==> config.mk <==
export PLATFORM = sky130hd
export DESIGN_NAME = nn_argmax
export DESIGN_NICKNAME = d
export VERILOG_FILES = /design/src/rtl/nn_pkg.sv /design/src/rtl/nn_argmax_cmp.sv /design/src/rtl/nn_argmax.sv
export SDC_FILE = /design/constraint.sdc
export NUM_CORES = 1
export LEC_CHECK = 0
export ABC_CLOCK_PERIOD_IN_PS = 2350
export CELL_PAD_IN_SITES_DETAIL_PLACEMENT = 0
export CELL_PAD_IN_SITES_GLOBAL_PLACEMENT = 1
export CORE_UTILIZATION = 37
export CTS_CLUSTER_SIZE = 40
export DETAILED_ROUTE_END_ITERATION = 10
export PLACE_DENSITY_LB_ADDON = 0.1
export SYNTH_ARGS = -nofsm -noshare
export SYNTH_HDL_FRONTEND = slang
export SYNTH_HIERARCHICAL = 1
export SYNTH_SLANG_ARGS = --single-unit
==> constraint.sdc <==
create_clock -name clk -period 2.35 [get_ports clk]
set_input_delay 0.47 -clock clk [delete_from_list [all_inputs] [get_ports clk]]
set_output_delay 0.47 -clock clk [all_outputs]
set_load 0.005 [all_outputs]
==> src/rtl/nn_pkg.sv <==
// Shared definitions for the argmax block: default data width, the signed
// data type and the collect/hold state encoding.
package nn_pkg;

    localparam int DATA_W = 16;

    typedef logic signed [DATA_W-1:0] data_t;

    typedef enum logic {
        COLLECT = 1'b0,
        HOLD    = 1'b1
    } state_t;

endpackage : nn_pkg

==> src/rtl/nn_argmax_cmp.sv <==
// Running-best update for the argmax block: signed strict-greater compare of
// the incoming element against the current best, plus the select that
// returns the updated best value and index. On the first beat of a frame
// the incoming element is taken unconditionally.
module nn_argmax_cmp
    import nn_pkg::*;
#(
    parameter int T  = DATA_W,
    parameter int IW = 2
) (
    input  logic                i_first,
    input  logic signed [T-1:0] i_best_val,
    input  logic [IW-1:0]       i_best_idx,
    input  logic signed [T-1:0] i_new_val,
    input  logic [IW-1:0]       i_new_idx,
    output logic signed [T-1:0] o_best_val,
    output logic [IW-1:0]       o_best_idx
);

    // Strict '>' keeps the earlier (lower) index on ties
    always_comb begin
        o_best_val = i_best_val;
        o_best_idx = i_best_idx;
        if (i_first || (i_new_val > i_best_val)) begin
            o_best_val = i_new_val;
            o_best_idx = i_new_idx;
        end else begin
            o_best_val = i_best_val;
            o_best_idx = i_best_idx;
        end
    end

endmodule : nn_argmax_cmp

==> src/rtl/nn_argmax.sv <==
// Streaming argmax over frames of M signed elements.
// Beats are collected one per s_valid&&s_ready; after the M-th beat the
// block holds the index (and optionally the value) of the maximum until the
// downstream handshake, then resumes collecting.
// Optional feature: define ARGMAX_VALUE_OUT_EN to add the max_out port.
module nn_argmax
    import nn_pkg::*;
#(
    parameter int M = 4,
    parameter int T = DATA_W,
    localparam int IW = (M > 1) ? $clog2(M) : 1
) (
    input  logic                clk,
    input  logic                reset,
    input  logic                s_valid,
    output logic                s_ready,
    input  logic signed [T-1:0] data_in,
    output logic                m_valid,
    input  logic                m_ready,
    output logic [IW-1:0]       idx_out
`ifdef ARGMAX_VALUE_OUT_EN
    ,
    output logic signed [T-1:0] max_out
`endif
);

    localparam int CW = $clog2(M + 1);

    state_t              r_state;
    state_t              w_state_nxt;
    logic [CW-1:0]       r_cnt;
    logic [CW-1:0]       w_cnt_nxt;
    logic signed [T-1:0] r_best_val;
    logic signed [T-1:0] w_best_val_nxt;
    logic [IW-1:0]       r_best_idx;
    logic [IW-1:0]       w_best_idx_nxt;
    logic [IW-1:0]       r_idx_out;
    logic                w_load_out;
    logic                w_accept;
    logic                w_first;
    logic                w_last;
    logic [IW-1:0]       w_beat_idx;
    logic signed [T-1:0] w_cmp_val;
    logic [IW-1:0]       w_cmp_idx;

    assign w_accept   = s_valid && (r_state == COLLECT);
    assign w_first    = (r_cnt == CW'(0));
    assign w_last     = (r_cnt == CW'(M - 1));
    assign w_beat_idx = IW'(r_cnt);

    nn_argmax_cmp #(
        .T  (T),
        .IW (IW)
    ) u_cmp (
        .i_first    (w_first),
        .i_best_val (r_best_val),
        .i_best_idx (r_best_idx),
        .i_new_val  (data_in),
        .i_new_idx  (w_beat_idx),
        .o_best_val (w_cmp_val),
        .o_best_idx (w_cmp_idx)
    );

    // Next-state, beat counter and running-best update
    always_comb begin
        w_state_nxt    = r_state;
        w_cnt_nxt      = r_cnt;
        w_best_val_nxt = r_best_val;
        w_best_idx_nxt = r_best_idx;
        w_load_out     = 1'b0;
        case (r_state)
            COLLECT: begin
                if (w_accept) begin
                    w_best_val_nxt = w_cmp_val;
                    w_best_idx_nxt = w_cmp_idx;
                    if (w_last) begin
                        w_cnt_nxt   = '0;
                        w_state_nxt = HOLD;
                        w_load_out  = 1'b1;
                    end else begin
                        w_cnt_nxt   = r_cnt + CW'(1);
                    end
                end else begin
                    w_state_nxt = COLLECT;
                end
            end
            HOLD: begin
                if (m_ready) begin
                    w_state_nxt = COLLECT;
                end else begin
                    w_state_nxt = HOLD;
                end
            end
            default: begin
                w_state_nxt = COLLECT;
                w_cnt_nxt   = '0;
            end
        endcase
    end

    // State register, beat counter and running best; reset discards any partial frame
    always_ff @(posedge clk or posedge reset) begin
        if (reset) begin
            r_state    <= COLLECT;
            r_cnt      <= '0;
            r_best_val <= '0;
            r_best_idx <= '0;
        end else begin
            r_state    <= w_state_nxt;
            r_cnt      <= w_cnt_nxt;
            r_best_val <= w_best_val_nxt;
            r_best_idx <= w_best_idx_nxt;
        end
    end

    // Result index register, captured on the final beat and held through HOLD
    always_ff @(posedge clk or posedge reset) begin
        if (reset) begin
            r_idx_out <= '0;
        end else if (w_load_out) begin
            r_idx_out <= w_cmp_idx;
        end
    end

`ifdef ARGMAX_VALUE_OUT_EN
    logic signed [T-1:0] r_max_out;

    // Result value register, captured alongside the index
    always_ff @(posedge clk or posedge reset) begin
        if (reset) begin
            r_max_out <= '0;
        end else if (w_load_out) begin
            r_max_out <= w_cmp_val;
        end
    end

    assign max_out = r_max_out;
`endif

    assign s_ready = (r_state == COLLECT);
    assign m_valid = (r_state == HOLD);
    assign idx_out = r_idx_out;

endmodule : nn_argmax

==> flow_metrics.py <==
metrics = {
    "pwr": {
        "switchingPower_uw": 1090,
        "swShare_pct": 35.8,
        "powerDensity_nw_per_um2": 1250,
        "p_int_uw": 1950,
        "leakage_uw": 0.00120,
        "pwr-share-seq_pct": 23.8,
        "pwr-share-comb_pct": 63.9,
        "pwr-share-clk_pct": 12.3,
        "peakVddDrop_mv": 0.535,
    },
    "timing": {
        "slew_headroom_pct": 77.7,
        "finalSetupViolCount": 20,
        "fin_crit_ns": 2.54,
        "hold_viol": 0,
        "postLayoutSetupSlackWorst_ns": -0.192,
        "grt_setup_unrepaired": "yes",
        "whs_ns": 0.492,
        "fmax_mhz": 393,
        "worstMarginPinSlew_ns": 0.335,
        "fin_crit_sh_pct": 108,
        "report.final.slew_viol_count": 0,
        "final.setup_skew_ns": 0.00477,
        "fin_tns_setup_ns": -2.79,
    },
    "logic_synthesis": {
        "ys_types": 30,
        "yosys_warnings": 6,
        "netlist_area_um2": 1670,
        "synthCells": 180,
        "synth.ff_latch_count": 24,
        "syn_avg_cell_area_um2": 9.25,
        "synth-seq-area-share_pct": 36.1,
        "syn_nets": 218,
    },
    "placed_design": {
        "dp_hpwl_mm": 2.64,
        "dp_cells": 271,
        "port_buffers": 23,
        "place_congestion": 0.764,
        "detailedPlace.worstSlack_ns": -0.748,
    },
    "worst_setup_path": {
        "cp_max_fo": 3,
        "critPathKind": "reg2reg",
        "reg2regPathDepth": 10,
        "path_buf_inv": 2,
        "endpoint_kind": "register",
        "cp_slowest_cell": "dfrtp_1",
        "reg2reg_slack_ns": -0.19,
        "worstPathRequired_ns": 2.51,
        "r2r-end": "idx_out[0]",
        "crit_top_cell": "mux2_4",
        "slowest_delay_ns": 0.38,
        "crit_cells": 10,
        "crit_chain": "inv_2, ha_4, nand4_1, nor4_4, and4b_2, a31oi_2, mux2i_4, buf_6, mux2_4, mux2_4",
        "cp_top_family": "simple AND/OR/NAND/NOR gates",
        "r2r_start": "r_best_val[11]",
        "start_kind": "register",
        "worst_ep_arrival_time_ns": 2.70,
    },
    "clock_network": {
        "cts_sinks": 24,
        "h-tree-depth": 1,
        "cts_tree": "built",
        "cts_made_buffers": 3,
        "cts.clk_slew.worst_paths_ns": 0.10,
        "cts_root_buf": "clkbuf_8",
        "cts_buffer_depth": 2,
        "clock_latency_ns": 0.27,
        "postCtsHoldBufs": 0,
    },
    "status": {
        "status": "complete, but fails checks",
        "violations": "negative setup slack",
    },
    "route": {
        "vias": 1350,
        "first_iter_violations": 36,
        "antenna_left": 0,
        "firstDrtPassIters": 4,
        "wire_per_inst_um": 13.3,
        "drc": 0,
        "drt-vias-per-instance": 4.80,
        "wirelength_mm": 3.75,
    },
    "global_routing": {
        "grt_overflow_total": 0,
        "grt_max_degree": 25,
        "globalRouteTotalUtil_pct": 17.1,
        "grtUsageMet3_pct": 2.63,
        "antenna_found_initial": 0,
        "grt_pass1_vias": 1494,
        "gr-max-usage-layer": "met2",
        "grt_use_met1_pct": 21.6,
        "gr-usage-met2_pct": 30.6,
        "grt_pass1_wl_mm": 6.66,
    },
    "hold_path": {
        "min_to": "r_best_idx[1]",
        "hold_path.class": "reg2reg",
        "min_from": "r_best_idx[1]",
        "worstHoldPathCells": 2,
    },
    "final_layout": {
        "fin_cells": 281,
        "area_delta_synth_final_pct": 46.1,
        "antenna-diode-count": 0,
        "drive_gt1_share_pct": 36.7,
        "multiInputGateArea_um2": 1150,
        "layout.filler_cells": 402,
        "layout.nets": 268,
        "seqCellArea_um2": 601,
    },
    "floorplanning": {
        "ios": 24,
        "dieArea_um2": 4770,
        "die_h_um": 69.1,
        "start_util_pct": 38.2,
        "core_area_um2": 4350,
        "rows": 24,
        "die_x_um": 69.1,
    },
    "run": {
        "maxCapViolCount": 0,
    },
}
cell usage after synthesis, drive strengths merged:
| cell type | count | area, µm² |
|---|---|---|
| nand2 | 59 | 221 |
| dfrtp | 24 | 601 |
| inv | 20 | 75.1 |
| mux2 | 20 | 263 |
| ha | 18 | 225 |
| nor2 | 7 | 26.3 |
| a21oi | 5 | 25.0 |
| buf | 5 | 48.8 |
| nand4 | 3 | 25.0 |
| nor2b | 3 | 21.3 |
| o21ai | 3 | 15.0 |
| nand2b | 2 | 12.5 |
| nand3 | 2 | 15.0 |
| a21boi | 1 | 7.51 |
| a21o | 1 | 8.76 |
| a311oi | 1 | 8.76 |
| a31oi | 1 | 6.26 |
| and4b | 1 | 10.0 |
| mux2i | 1 | 22.5 |
| nor4 | 1 | 12.5 |
| o221ai | 1 | 8.76 |
| o22ai | 1 | 6.26 |
worst max-delay path by stage:
stage,slack [ns],startpoint,end
final,-0.19,r_best_val[11],idx_out[0]
after global routing,-0.30,r_best_val[8],r_best_val[7]
after CTS,-0.19,r_best_val[11],idx_out[0]
after detailed placement,-0.75,data_in[9],r_best_val[0]
after global placement,-0.65,data_in[9],r_best_val[1]
after floorplan,-0.08,data_in[9],idx_out[0]
placed cells by master, fill, tap and decap left out, drive strengths merged, types with 5 or more instances in the layout:
master,n
inv,20
nor2,7
clkdlybuf4s15,6
dfrtp,24
a21oi,5
clkdlybuf4s50,9
buf,27
ha,18
dlygate4sd2,8
nand2,59
mux2,20
repair_timing:
item / in CTS / in global routing
resized for setup: 48 / 1
setup buffers: 5 / 0
pin swaps: 8 / 3
setup endpoints to repair: 20 / 20
gates cloned: 1 / 0
registers in the layout (all words and copies together), names as in the netlist:
signal	count
r_best_val	16
m_valid	1
r_cnt	3
idx_out	2
r_best_idx	2
cells by family after synthesis:
family	share of synthesized area, %
simple gates	20.7
mux	17.1
flops	36.1
buf+inv	7.44
compound gates	5.18
fa+ha+maj	13.5
worst reg2reg max path: cells and delay by family, from the launching register on:
kind	cells	cell delay (ns)
compound gates	1	0.06
flops	1	0.38
mux	3	0.75
simple gates	3	0.79
fa+ha+maj	1	0.26
buf+inv	2	0.20
metrics by stage:
stage / util (%) / cell area, µm² / total power, µW
3_5_place_dp: 50.0 / 2180 / 2340
6_report: 55.9 / 2430 / 3030
5_1_grt: 55.9 / 2430 / 3290
2_1_floorplan: - / 1760 / 1810
4_1_cts: 55.8 / 2430 / 3050
3_3_place_gp: 50.0 / 2180 / 2280
metal layers:
metal | vias up | wire, µm
li1 | 688 | -
met2 | 23 | 1930
met5 | - | 0
met1 | 637 | 1670
met3 | 2 | 128
met4 | 0 | 19
power by group through the flow:
stage | registers, µW | clock network [µW] | logic, µW
final | 722 | 372 | 1940
after global routing | 747 | 399 | 2150
after global placement | 721 | 0 | 1560
after floorplan | 714 | 0 | 1090
after detailed placement | 728 | 0 | 1610
after CTS | 725 | 380 | 1950
cell type report:
| class | instances | share of cell area [%] |
|---|---|---|
| timing repair buffer | 50 | 19.2 |
| clock buffer | 3 | 1.70 |
| inverter | 20 | 3.09 |
| tap | 52 | 2.67 |
| sequential | 24 | 24.7 |
| clock inverter | 1 | 1.23 |
| multi-input combinational | 131 | 47.4 |
(Power assumes the default switching activity.)
